$ cat src/rtl/pipelined_barrel_shifter.sv
// Pipelined log-shifter: levels WIDTH/2..1, optional register after each level, one output register.
// Define SHIFTER_FLAGS_EN to add registered out_zero/out_carry flags.
module pipelined_barrel_shifter #(
    parameter int                 WIDTH    = 32,
    parameter int                 SHAMT_W  = $clog2(WIDTH),
    parameter logic [SHAMT_W-1:0] REG_MASK = SHAMT_W'(5'b00100),
    parameter int                 TAG_W    = 5
) (
    input  logic               clock,
    input  logic               reset_n,
    input  logic               flush,
    input  logic               in_valid,
    output logic               in_ready,
    input  logic [WIDTH-1:0]   in_data,
    input  logic [SHAMT_W-1:0] in_shamt,
    input  logic [2:0]         in_op,
    input  logic [TAG_W-1:0]   in_tag,
    output logic               out_valid,
    input  logic               out_ready,
    output logic [WIDTH-1:0]   out_data,
    output logic [TAG_W-1:0]   out_tag,
    output logic               out_illegal
`ifdef SHIFTER_FLAGS_EN
    ,
    output logic               out_zero,
    output logic               out_carry
`endif
);

    typedef struct packed {
        logic               vld;
        logic               ill;
        logic               msb;
`ifdef SHIFTER_FLAGS_EN
        logic               cy;
`endif
        logic [2:0]         op;
        logic [TAG_W-1:0]   tag;
        logic [SHAMT_W-1:0] shamt;
        logic [WIDTH-1:0]   data;
    } stage_t;

    logic               ready_q;
    logic               advance;
    logic               out_valid_q;
    logic [WIDTH-1:0]   out_data_q;
    logic [TAG_W-1:0]   out_tag_q;
    logic               out_ill_q;
    stage_t             in_st;
    stage_t             fin;

    assign advance  = !out_valid_q || out_ready;
    assign in_ready = ready_q && advance;

`ifdef SHIFTER_FLAGS_EN
    logic [SHAMT_W-1:0] cy_l_idx, cy_r_idx;
    assign cy_l_idx = SHAMT_W'(0) - in_shamt;
    assign cy_r_idx = in_shamt - 1'b1;
`endif

    always_comb begin
        in_st       = '0;
        in_st.vld   = in_valid && in_ready;
        in_st.ill   = in_op > 3'd4;
        in_st.msb   = in_data[WIDTH-1];
        in_st.op    = in_op;
        in_st.tag   = in_tag;
        in_st.shamt = in_shamt;
        in_st.data  = in_data;
`ifdef SHIFTER_FLAGS_EN
        // last bit shifted out, captured up front while the operand is intact
        in_st.cy    = (in_op == 3'b000) ? in_data[cy_l_idx] : in_data[cy_r_idx];
`endif
    end

    for (genvar i = 0; i < SHAMT_W; i++) begin : g_lvl
        localparam int SH = 1 << i;
        stage_t prev, st_d, st_o;

        if (i == SHAMT_W - 1) begin : g_src
            assign prev = in_st;
        end else begin : g_chain
            assign prev = g_lvl[i+1].st_o;
        end

        always_comb begin
            st_d = prev;
            if (prev.shamt[i]) begin
                case (prev.op)
                    3'b000:  st_d.data = {prev.data[WIDTH-1-SH:0], {SH{1'b0}}};
                    3'b001:  st_d.data = {{SH{1'b0}}, prev.data[WIDTH-1:SH]};
                    3'b010:  st_d.data = {{SH{prev.msb}}, prev.data[WIDTH-1:SH]};
                    3'b011:  st_d.data = {prev.data[WIDTH-1-SH:0], prev.data[WIDTH-1:WIDTH-SH]};
                    3'b100:  st_d.data = {prev.data[SH-1:0], prev.data[WIDTH-1:SH]};
                    default: st_d.data = prev.data;
                endcase
            end
        end

        if (REG_MASK[i]) begin : g_reg
            stage_t st_q;
            always_ff @(posedge clock or negedge reset_n) begin
                if (!reset_n)     st_q     <= '0;
                else if (flush)   st_q.vld <= 1'b0;
                else if (advance) st_q     <= st_d;
            end
            assign st_o = st_q;
        end else begin : g_comb
            assign st_o = st_d;
        end
    end

    assign fin = g_lvl[0].st_o;

`ifdef SHIFTER_FLAGS_EN
    logic out_zero_q, out_carry_q, carry_d;
    always_comb begin
        carry_d = 1'b0;
        if (fin.shamt != '0 && !fin.ill) begin
            case (fin.op)
                3'b011:  carry_d = fin.data[0];
                3'b100:  carry_d = fin.data[WIDTH-1];
                default: carry_d = fin.cy;
            endcase
        end
    end
    assign out_zero  = out_zero_q;
    assign out_carry = out_carry_q;
`endif

    always_ff @(posedge clock or negedge reset_n) begin
        if (!reset_n) begin
            ready_q     <= 1'b0;
            out_valid_q <= 1'b0;
            out_data_q  <= '0;
            out_tag_q   <= '0;
            out_ill_q   <= 1'b0;
`ifdef SHIFTER_FLAGS_EN
            out_zero_q  <= 1'b0;
            out_carry_q <= 1'b0;
`endif
        end else begin
            ready_q <= 1'b1;
            if (flush) begin
                out_valid_q <= 1'b0;
            end else if (advance) begin
                out_valid_q <= fin.vld;
                out_data_q  <= fin.data;
                out_tag_q   <= fin.tag;
                out_ill_q   <= fin.ill;
`ifdef SHIFTER_FLAGS_EN
                out_zero_q  <= (fin.data == '0);
                out_carry_q <= carry_d;
`endif
            end
        end
    end

    logic unused_ok;
    assign unused_ok = ^{fin.msb, fin.op, fin.shamt};

    assign out_valid   = out_valid_q;
    assign out_data    = out_data_q;
    assign out_tag     = out_tag_q;
    assign out_illegal = out_ill_q;

endmodule
$ cat config.mk
export PLATFORM = sky130hd
export DESIGN_NAME = pipelined_barrel_shifter
export DESIGN_NICKNAME = d
export VERILOG_FILES = /design/src/rtl/pipelined_barrel_shifter.sv
export SDC_FILE = /design/constraint.sdc
export NUM_CORES = 1
export LEC_CHECK = 0
export CAP_MARGIN = 25
export CORE_ASPECT_RATIO = 2
export CORE_MARGIN = 5
export CORE_UTILIZATION = 45
export DETAILED_ROUTE_END_ITERATION = 6
export GPL_ROUTABILITY_DRIVEN = 0
export PLACE_DENSITY = 0.67
export SLEW_MARGIN = 20
export SYNTH_ARGS = -nofsm -noshare
export SYNTH_HDL_FRONTEND = slang
export SYNTH_SLANG_ARGS = --single-unit
$ cat constraint.sdc
create_clock -name clock -period 4.8 [get_ports clock]
set_input_delay 0.96 -clock clock [delete_from_list [all_inputs] [get_ports clock]]
set_output_delay 0.96 -clock clock [all_outputs]
set_load 0.01 [all_outputs]
# After elaboration in Yosys (flattened, before gate mapping)
# Index checks and enable logic that the tools add are counted.
# word_totals
register_bits	88
inputBits	50
out_inout_bits	40
wordCells	45
# op_classes
magnitude_cmp	1
n_eq_ne	8
n_mux	14
bitwise	1
n_reduce_logical	9
# ops
operator	n
32-bit one-hot mux with 5 select lines	4
32-bit two-way mux	5
32-bit one-hot mux with 4 select lines	1
48-bit two-way mux	1
3-bit by 2-bit equality test with 1-bit output, second input constant	4
3-bit by 1-bit equality test with 1-bit output, second input constant	2
3-bit equality test, second input constant	2
3-bit zero test	2
3-bit greater-than comparator, second input constant	1
1-bit two-way mux	3
1-bit logical AND	2
2-bit AND reduction	1
2-bit nonzero test	1
2-bit OR reduction	1
1-bit zero test	1
1-bit logical OR	1
1-bit NOT	1

# Depth between registers and ports, before layout
# depth
ltp_word	10
depth_mapped	9
depth_no_buf	6

# Worst setup path before layout
# No wires, ideal clock.
# synth_path
path_kind	input port to flip-flop
start	input in_data[31]
end	register g_lvl[2].g_reg.st_q (netlist bit g_lvl[1].prev[9])
arrival_time_ns	2.511
t_required_ns	4.669
slack_ns	2.158
stages	9
path_cell_list	buf_2 > or3b_1 > buf_2 > buf_6 > a21oi_4 > a21oi_2 > o2111ai_2 > nand2_1 > or3_1
# synth_between
elab_chain_len	6
# synth_rtl
item	line_no	text
start: declaration	14	input logic [WIDTH-1:0] in_data,
32-bit one-hot mux with 4 select lines (*)	89	case (prev.op)
32-bit two-way mux (*)	88	if (prev.shamt[i]) begin
32-bit one-hot mux with 5 select lines (*)	89	
32-bit two-way mux (*)	88	
32-bit one-hot mux with 5 select lines	89	
32-bit two-way mux (*)	88	
end signal: assignment	105	else if (advance) st_q <= st_d;
end: declaration	101	stage_t st_q;
# Every way passes the cells marked *; elsewhere a longest branch is shown, timed or not.
# A chain may end at the register's enable or synchronous reset.

# Worst setup path after layout
# layout_path
start	input in_op[0]
end	register g_lvl[2].g_reg.st_q (netlist bit g_lvl[1].prev[31])
# layout_between
elab_chain_len	8
elab_cells_between_ends	12
cone_classes	eq/ne: 4; mux: 6; reduce/logical: 2
# layout_rtl
item	line_no	text
start: declaration	16	input logic [2:0] in_op,
3-bit equality test or 3-bit by 2-bit equality test with 1-bit output (tied branches)	89	
2-bit OR reduction (no source line)	-	
32-bit one-hot mux with 4 select lines	89	
32-bit two-way mux	88	
32-bit one-hot mux with 5 select lines	89	
32-bit two-way mux	88	
32-bit one-hot mux with 5 select lines	89	
32-bit two-way mux (*)	88	
# Marked as above.

==> impl_metrics.tcl <==
set metrics [dict create \
    startpoint_type "primary input" \
    post_route_cells_drive_above_1_share 0.0967 \
    layoutNonFillerInstCount 1207 \
    ys_types 80 \
    fin_crit_ns 3.67 \
    cts_sink_cnt 85 \
    postSynth.asyncResetShare 1.00 \
    yosys_top_cell_area_share 0.290 \
    timing_worst_slew_pin_value_ns 1.00 \
    first_pass_iters 5 \
    rsz_0062_raised_after_global_routing "no" \
    track_usage 0.272 \
    detail_route.drc_violations 0 \
    dieArea_um2 19100 \
    timing.critical_path.to_type "flop" \
    dp_worst_setup_slack_ns 0.872 \
    worst_ep_arrival_time_ns 3.93 \
    ctsHoldBuffers 0 \
    io_buffer_count 89 \
    slew_viol_final 0 \
    inserted_clock_buffers 9 \
    grt_most_used_layer "met2" \
    initialDrtViolationCount 717 \
    hold_class "flop to flop" \
    global_route_wire_length_before_repair_mm 41.6 \
    timing.fmax_mhz 272 \
    setup.worst_path.class "primary input to flop" \
    clock_latency_ns 0.35 \
    fp-row-count 66 \
    synth_area_leader_cell "sky130_fd_sc_hd__dfrtp_1" \
    timing_hold_violations_final 0 \
    grt_pass1_vias 7707 \
    detailedPlacementHpwl_mm 19.8 \
    clk_pin_slew_ns 0.07 \
    global_route.overflow_total 0 \
    worst-path-max-fanout 20 \
    maxSlewHeadroom 0.332 \
    syn-mean-instance-area_um2 7.61 \
    layout_setup_ws_ns 1.13 \
    syn_nets 1014 \
    n_fill_cell 1603 \
    synth.top_cells.by_area "sky130_fd_sc_hd__dfrtp_1, sky130_fd_sc_hd__a221oi_1, sky130_fd_sc_hd__nor2_1" \
    clock_tree.root_cell "sky130_fd_sc_hd__clkbuf_16" \
    layout-area-overhead-vs-synth_pct 17.8 \
    ant_nets 0 \
    status "finished, final reports clean" \
    syn_area_um2 7340 \
    cts_resized 0 \
    power_density_nw_per_um2 338 \
    synth-main-ff-cell "sky130_fd_sc_hd__dfrtp_1" \
    cts.htree.levels 3 \
    cap_violations 0 \
    postSynthRegisterBits 85 \
    totalNegativeSetupSlack_ns 0 \
    top_level_ports 90 \
    cts_tree "built" \
    core_um2 16200 \
    finalNetCount 1049 \
    timing.final.crit_share 0.765 \
    syn_inst 964 \
    post_synthesis_sequential_area_ratio 0.290 \
    endpoints_failing_setup 0 \
    via_count 8180 \
    post_cts.repair.setup_buffers 0 \
    placed_cells 1192 \
    cellLeakagePower_nw 3.19 \
    maximum_number_of_pins_on_one_net_before_global_route_repair 60 \
    clockBufferDepth 2 \
    worst_clock_skew_ns 0.0116 \
    num_antenna_cells 0 \
    start_util 0.454 \
    crit_required_ns 5.06 \
    grt_util_met1 0.301 \
    peakVddDrop_uv 212 \
    synth_enable_flop_cells 0 \
    die-width_um 100 \
    wl_per_cell_um 21.8 \
    die_height_um 191 \
    routed_wirelength_mm 26.3 \
    grt_met2_usage 0.464 \
    antenna_violations_before_repair 0 \
    design_power_total_w 0.00292 \
    vias_per_cell 6.78 \
    groute.layer.met3.usage 0.0275 \
    synthesis.yosys.warnings 0 \
]
[state kept, by name, indices dropped and copies added (netlist names)]
name / count
fin: 13
g_lvl.prev: 32
out_data: 32
out_illegal: 1
out_tag: 5
out_valid: 1
ready_q: 1
[cells in the final DEF, fill, tap and decap left out, types with 6 or more instances in the layout]
cell type and count:
sky130_fd_sc_hd__o31ai_1 11, sky130_fd_sc_hd__mux2_2 6, sky130_fd_sc_hd__a21oi_1 56, sky130_fd_sc_hd__nor2b_1 22, sky130_fd_sc_hd__o22ai_1 48, sky130_fd_sc_hd__a31oi_1 17, sky130_fd_sc_hd__nand2_1 100, sky130_fd_sc_hd__inv_1 7
sky130_fd_sc_hd__clkdlybuf4s50_1 87, sky130_fd_sc_hd__o211ai_1 9, sky130_fd_sc_hd__o221a_2 8, sky130_fd_sc_hd__buf_4 30, sky130_fd_sc_hd__o21ai_1 8, sky130_fd_sc_hd__a211o_1 9, sky130_fd_sc_hd__o32ai_1 7, sky130_fd_sc_hd__a221oi_1 59
sky130_fd_sc_hd__clkbuf_16 9, sky130_fd_sc_hd__o21a_1 7, sky130_fd_sc_hd__nor3_1 23, sky130_fd_sc_hd__a22oi_1 22, sky130_fd_sc_hd__o21ai_0 72, sky130_fd_sc_hd__nand2b_1 19, sky130_fd_sc_hd__o221ai_1 12, sky130_fd_sc_hd__dfrtp_1 85
sky130_fd_sc_hd__a21oi_2 14, sky130_fd_sc_hd__mux2i_1 7, sky130_fd_sc_hd__a211oi_1 14, sky130_fd_sc_hd__nand3_1 6, sky130_fd_sc_hd__nor2_1 128
[area by class of cell]
| class | count | area [µm²] | share of cell area |
|---|---|---|---|
| Multi-Input combinational cell | 777 | 4780 | 0.553 |
| Sequential cell | 85 | 2130 | 0.246 |
| Timing Repair Buffer | 119 | 1120 | 0.130 |
| Tap cell | 204 | 255 | 0.0295 |
| Clock buffer | 9 | 225 | 0.0260 |
| Clock inverter | 6 | 111 | 0.0129 |
| Inverter | 7 | 26.3 | 0.00304 |
[metrics by stage]
stage | utilization | hold slack [ns] | area (µm²)
2_1_floorplan | - | 0.438 | 7340
3_3_place_gp | 0.513 | 0.448 | 8310
3_5_place_dp | 0.513 | 0.457 | 8310
4_1_cts | 0.534 | 0.472 | 8640
5_1_grt | 0.534 | 0.488 | 8650
6_report | 0.534 | 0.466 | 8650
[worst max-delay path, cell delays in order]
cell and delay [ns]:
sky130_fd_sc_hd__clkdlybuf4s50_1 0.88, sky130_fd_sc_hd__or2_1 0.80, sky130_fd_sc_hd__o21ai_2 0.34, sky130_fd_sc_hd__nand2_1 0.35
sky130_fd_sc_hd__o22ai_1 0.11, sky130_fd_sc_hd__o221a_2 0.29, sky130_fd_sc_hd__a211oi_1 0.19
[where the power goes]
part	switching, W	internal (W)
registers	0.000150	0.000860
logic	0.000646	0.000478
clock network	0.000279	0.000506
total	0.00108	0.00184
[cell families (layout without fill, tap and decap cells)]
kind of cell    Yosys count  after routing  share of synthesized area
flops                    85             85                      0.290
fa+ha+maj                 4              4                    0.00580
xor+xnor                  2              2                    0.00239
compound gates          430            430                      0.419
mux                      13             13                     0.0187
other cells               1              1                   0.000511
buf+inv                 102            141                     0.0646
simple gates            327            327                      0.199
[metal layers]
layer,share of wire,vias up
met5,0,-
met4,0.083,0
met3,0.060,126
met2,0.50,451
met1,0.35,3829
li1,-,3774
[worst paths after layout]
check | from | endpoint | slack [ns] | depth (start not counted)
min in group asynchronous | reset_n | out_illegal | 0.62 | 1
max reg2reg | fin[43] | out_data[18] | 1.89 | 6
min reg2reg | fin[41] | out_tag[4] | 0.47 | 2
min | fin[41] | out_tag[4] | 0.47 | 2
max | in_op[0] | g_lvl[1].prev[31] | 1.13 | 7
max in group asynchronous | reset_n | out_data[17] | 3.26 | 2
[synthesized netlist by cell type (8+ instances only)]
| cell | count |
|---|---|
| sky130_fd_sc_hd__buf_2 | 33 |
| sky130_fd_sc_hd__a211o_1 | 9 |
| sky130_fd_sc_hd__clkbuf_1 | 48 |
| sky130_fd_sc_hd__a31oi_1 | 17 |
| sky130_fd_sc_hd__nand2_1 | 100 |
| sky130_fd_sc_hd__a21oi_1 | 56 |
| sky130_fd_sc_hd__a221oi_1 | 59 |
| sky130_fd_sc_hd__nor2b_1 | 22 |
| sky130_fd_sc_hd__a21oi_2 | 14 |
| sky130_fd_sc_hd__nor3_1 | 24 |
| sky130_fd_sc_hd__o21ai_1 | 8 |
| sky130_fd_sc_hd__o221a_2 | 8 |
| sky130_fd_sc_hd__nand2b_1 | 19 |
| sky130_fd_sc_hd__a211oi_1 | 14 |
| sky130_fd_sc_hd__o31ai_1 | 11 |
| sky130_fd_sc_hd__o221ai_1 | 12 |
| sky130_fd_sc_hd__o22ai_1 | 48 |
| sky130_fd_sc_hd__nor2_1 | 129 |
| sky130_fd_sc_hd__o211ai_1 | 9 |
| sky130_fd_sc_hd__o21ai_0 | 72 |
| sky130_fd_sc_hd__a22oi_1 | 22 |
| sky130_fd_sc_hd__dfrtp_1 | 85 |
(Power assumes the default switching activity.)
==> RTL change 1 (same flow settings) <==
The parameter `WIDTH` goes from 32 to 64.
--- a/src/rtl/pipelined_barrel_shifter.sv
+++ b/src/rtl/pipelined_barrel_shifter.sv
@@ -2,5 +2,5 @@
 // Define SHIFTER_FLAGS_EN to add registered out_zero/out_carry flags.
 module pipelined_barrel_shifter #(
-    parameter int                 WIDTH    = 32,
+    parameter int                 WIDTH    = 64,
     parameter int                 SHAMT_W  = $clog2(WIDTH),
     parameter logic [SHAMT_W-1:0] REG_MASK = SHAMT_W'(5'b00100),
Ports: changed (resized in_data, in_shamt and out_data); port bits go from 90 to 155. No check against the original RTL was run, so the function may have changed too.
==> RTL change 1 against the unedited design <==
  * Core utilization fell by 0.95 points
  * Total power is 100% higher
  * Clock power rose by 73%
  * Maximum frequency decreased by 6.9%
  * Non-clock buffer count grew 134
  * Final area rose by 110%
  * Global-route usage grew 5.9 points
  * Sequential cell count is 64 higher
  * Count of clock-buffer cells in the layout grew 10
  * Critical path type unchanged
  * Setup slack worse by 270 ps
  * Register-to-register slack got worse by 80 ps
  * Wire length grew to 2.5 times the old value
  * Synthesized area up 110%
==> RTL change 1: results (changes against the unedited design) <==
static leakage 6.44 nW (was 3.19 nW); DRT Wirelength 66.6 mm (was 26.3 mm); GR Layer Usage met3 5.12% (was 2.75%); Placed Area 0.0174 mm^2 (was 0.00831 mm^2); HPWL Detailed 50.5 mm (was 19.8 mm); Max IR drop VDD 284 uV (was 212 uV); hold_sp fin[71]$_DFFE_PN0P_ (was fin[41]$_DFFE_PN0P_); synth cell count leaders o21ai_0 (287), a21oi_1 (195), nand2_1 (193) (was nor2_1 (129), nand2_1 (100), dfrtp_1 (85)); CP delay by family, top compound AO/OA/AOI/OAI gates (was simple AND/OR/NAND/NOR gates); Layout Nets 2225 (was 1049); pre-CTS WS 598 ps (was 872 ps); top fanout value on the critical path 14 (was 20); gr usage total 33.0% (was 27.2%); status finished, final reports clean (unchanged); largest net degree at the start of global routing 151 (was 60); Pint 3.41 mW (was 1.84 mW); R2R Path End out_data[28]$_DFFE_PN0P_ (was out_data[18]$_DFFE_PN0P_); CTS Buf Count 17 (was 9); CP max stage cell or3b_1 (was clkdlybuf4s50_1); H-tree levels 4 (was 3); worst reg2reg setup slack 1810 ps (was 1890 ps); first-pass GRT wire length 102 mm (was 41.6 mm); reg2reg start fin[75]$_DFFE_PN0P_ (was fin[43]$_DFFE_PN0P_); Synth area leaders dfrtp_1 (24%), o21ai_0 (9.2%), a21oi_1 (6.3%) (was dfrtp_1 (29%), a221oi_1 (7.0%), nor2_1 (6.6%)); IO buf count 154 (was 89); final setup skew 11.1 ps (was 11.6 ps); max_slew headroom 30.6% (was 33.2%); router iterations before antenna repair 6 (was 5); worst skew pair latency 440 ps (was 350 ps); hold-critical path endpoint out_tag[1]$_DFFE_PN0P_ (was out_tag[4]$_DFFE_PN0P_); Cell variety after synth 90 (was 80); Seq/Total Area, Yosys 23.9% (was 29.0%); Worst path max stage delay 740 ps (was 880 ps)
## RTL change 1: cell count changes after synthesis, sizes merged, moves of 54 or more
cell,delta
a21oi,+142
a221o,+61
a22oi,+54
buf,+69
clkbuf,+71
dfrtp,+64
nand2,+93
o211ai,+58
o21ai,+244
## RTL change 1: routing by layer
layer / up-vias / routed length [um]
li1: 8343 / -
met1: 8584 / 23000
met2: 1372 / 30200
met3: 399 / 5870
met4: 0 / 7560
met5: - / 0
## RTL change 1: area by class of cell
class | instances | area, um^2
tap | 441 | 552
clock buffer | 19 | 443
multi-input combinational | 1710 | 10700
fill | 3423 | 16300
clock inverter | 13 | 158
timing repair buffer | 253 | 2390
sequential | 149 | 3730
inverter | 11 | 41.3
## RTL change 1: logic make-up after synthesis
kind of cell / synth area share [%]
AO/OA/AOI/OAI: 50.9
AND/OR/NAND/NOR: 15.3
buffers and inverters: 7.77
flip-flops: 23.9
multiplexers: 1.72
XOR/XNOR: 0.457
other: 0.0240
## RTL change 1: per-stage QoR
stage / std cells / hold slack, ps
final: 2596 / 471
after global placement: 2564 / 447
after CTS: 2596 / 478
after floorplan: 2105 / 438
after global routing: 2596 / 485
after detailed placement: 2564 / 462
## RTL change 1: how the worst max path moves through the flow
stage	startpoint	to	slack, ps	depth (start not counted)
2_1_floorplan	in_op[1]	g_lvl[1].prev[0]$_DFFE_PN0P_	1970	10
3_3_place_gp	in_data[63]	g_lvl[1].prev[35]$_DFFE_PN0P_	670	9
3_5_place_dp	in_data[63]	g_lvl[1].prev[35]$_DFFE_PN0P_	600	9
4_1_cts	in_data[63]	g_lvl[1].prev[35]$_DFFE_PN0P_	1060	9
5_1_grt	in_data[63]	g_lvl[1].prev[35]$_DFFE_PN0P_	850	9
6_report	in_data[63]	g_lvl[1].prev[35]$_DFFE_PN0P_	860	9
## RTL change 1: power by group through the flow
stage                     clock network, mW  registers, mW  logic, mW
after detailed placement                  0           1.82       2.64
after global placement                    0           1.81       2.60
after global routing                   1.43           1.83       2.92
after floorplan                           0           1.77       1.62
final                                  1.36           1.80       2.71
after CTS                              1.38           1.80       2.65
## RTL change 1: tightest hold or removal path, cell delays in order, from the launching register on
cell and delay, ps:
dfrtp_1 340, nand2_1 50, nand2_1 50
==> RTL change 2 (same settings) <==
Without the edit above. Make the reset (`reset_n`) synchronous in 2 clocked blocks.
--- a/src/rtl/pipelined_barrel_shifter.sv
+++ b/src/rtl/pipelined_barrel_shifter.sv
@@ -100,5 +100,5 @@
         if (REG_MASK[i]) begin : g_reg
             stage_t st_q;
-            always_ff @(posedge clock or negedge reset_n) begin
+            always_ff @(posedge clock) begin
                 if (!reset_n)     st_q     <= '0;
                 else if (flush)   st_q.vld <= 1'b0;
@@ -129,5 +129,5 @@
 `endif
 
-    always_ff @(posedge clock or negedge reset_n) begin
+    always_ff @(posedge clock) begin
         if (!reset_n) begin
             ready_q     <= 1'b0;
Formal check against the unedited RTL: differs if reset_n is asserted again (counterexample within 4 cycles, from zero or initial values and one cycle with reset_n low); with reset_n held inactive, the same outputs for 4 cycles.
==> RTL change 2 against the unedited design <==
  * Count of clock-buffer cells in the layout increased by 2
  * Synthesized cell count increased by 19%
  * Highest routed layer unchanged
  * Setup slack improved by 27 ps
  * Sequential cell count unchanged
  * Synthesized area increased by 7.7%
  * Critical path depth increased by 1
  * Die area increased by 7.1%
  * Clock skew decreased by 1.3 ps
  * Largest cell class unchanged
  * Final area increased by 5.0%
  * Total power decreased by 21%
  * Wire length increased by 16%
  * Non-clock buffer count increased by 4
  * Maximum frequency increased by 0.74%
==> RTL change 2: results (changes against the unedited design) <==
CTS Buf Count 9 (unchanged); Post-Synth Adder-Cell Area 0.506% (was 0.580%); share of cells above drive strength 1 8.04% (was 9.67%); first-pass GRT wire length 48.8 mm (was 41.6 mm); status finished, final reports clean (unchanged); top fanout value on the critical path 43 (was 20); prevailing post-synth register cell dfxtp_1 (was dfrtp_1); syn_area_per_cell 6.90 um^2 (was 7.61 um^2); gr usage total 28.6% (was 27.2%); Filler cells 1796 (was 1603); M1 GR Usage 31.8% (was 30.1%); met2 usage 50.1% (was 46.4%); Cell variety after synth 81 (was 80); CP max stage cell a2111oi_0 (was clkdlybuf4s50_1); XOR/XNOR share of the synthesized area 0.538% (was 0.239%); WL met2 15.0 mm (was 13.2 mm); router iterations before antenna repair 6 (was 5); worst skew pair latency 350 ps (about the same); fraction of registers with async set or reset after synthesis 0% (was 100%); metal3 WL 2.41 mm (was 1.59 mm); static leakage 2.94 nW (was 3.19 nW); Finished Layout Cells 1379 (was 1207); post-route met1 wirelength 10.8 mm (was 9.33 mm); Worst-Margin Slew 1180 ps (was 1000 ps); worst path arrival time 3860 ps (was 3930 ps); PostCTS Resize Cnt 0 (unchanged); final setup skew 10.4 ps (was 11.6 ps); synth cell count leaders nand2_1 (200), a21oi_1 (124), o21ai_0 (105) (was nor2_1 (129), nand2_1 (100), dfrtp_1 (85)); # diodes 0 (unchanged); Seq/Total Area, Yosys 21.5% (was 29.0%); HPWL Detailed 22.5 mm (was 19.8 mm); hold_ws 453 ps (was 466 ps); vias in the first global route 8925 (was 7707); multiplexer area fraction after synthesis 2.88% (was 1.87%); GR Layer Usage met3 3.50% (was 2.75%); syn_nets 1197 (was 1014); Worst path max stage delay 650 ps (was 880 ps); via count 9546 (was 8180); DRT iter0 DRCs 1002 (was 717); Layout Nets 1214 (was 1049); Max IR drop VDD 171 uV (was 212 uV); antenna violations before repair 0 (unchanged); Synth area leaders dfxtp_1 (22%), nand2_1 (9.5%), a21oi_1 (7.8%) (was dfrtp_1 (29%), a221oi_1 (7.0%), nor2_1 (6.6%)); post-synthesis compound-gate area fraction 46.4% (was 41.9%); largest net degree at the start of global routing 65 (was 60); WL/cell 22.2 um (was 21.8 um)
[RTL change 2: area by class of cell]
| cell class | instances | area [um^2] | area share (%) |
|---|---|---|---|
| Clock buffer | 11 | 253 | 2.78 |
| Clock inverter | 5 | 42.5 | 0.468 |
| Inverter | 12 | 45.0 | 0.496 |
| Multi-Input combinational cell | 933 | 5650 | 62.1 |
| Sequential cell | 85 | 1700 | 18.7 |
| Tap cell | 210 | 263 | 2.89 |
| Timing Repair Buffer | 123 | 1140 | 12.5 |
[RTL change 2: final timing paths]
kind	startpoint	slack [ps]	endpoint	cells past startpoint
min	out_data[4]$_SDFFE_PN0P_	450	out_data[4]$_SDFFE_PN0P_	2
min reg2reg	out_data[4]$_SDFFE_PN0P_	450	out_data[4]$_SDFFE_PN0P_	2
max reg2reg	fin[43]$_SDFFE_PN0P_	2280	out_data[15]$_SDFFE_PN0P_	6
max	in_op[0]	1160	g_lvl[1].prev[7]$_SDFFE_PN0P_	8
[RTL change 2: per-stage QoR]
step	instance area, um^2	setup slack, ps	power [mW]
6_report	9090	1160	2.30
3_3_place_gp	8780	838	1.60
2_1_floorplan	7910	2100	1.33
5_1_grt	9090	1100	2.40
4_1_cts	9070	1230	2.28
3_5_place_dp	8780	868	1.60
[RTL change 2: worst max-delay path: cells and delay by family]
kind | cells | cell delay [ps]
buf+inv | 2 | 700
compound gates | 4 | 1440
simple gates | 2 | 740
[RTL change 2: cell families (layout without fill, tap and decap cells)]
logic type                 Yosys count  after routing
xor gates and xnor gates             4              4
AOI/OAI and AO/OA                  535            535
DFF                                 85             85
adders and majority gates            4              4
muxes                               22             22
buffers and inverters              129            151
and+or+nand+nor                    368            368
[RTL change 2: report_power, final]
part	internal (mW)	switching (mW)	leakage, nW
clock	0.384	0.303	0.142
sequential	0.758	0.0790	0.698
combinational	0.295	0.484	2.10
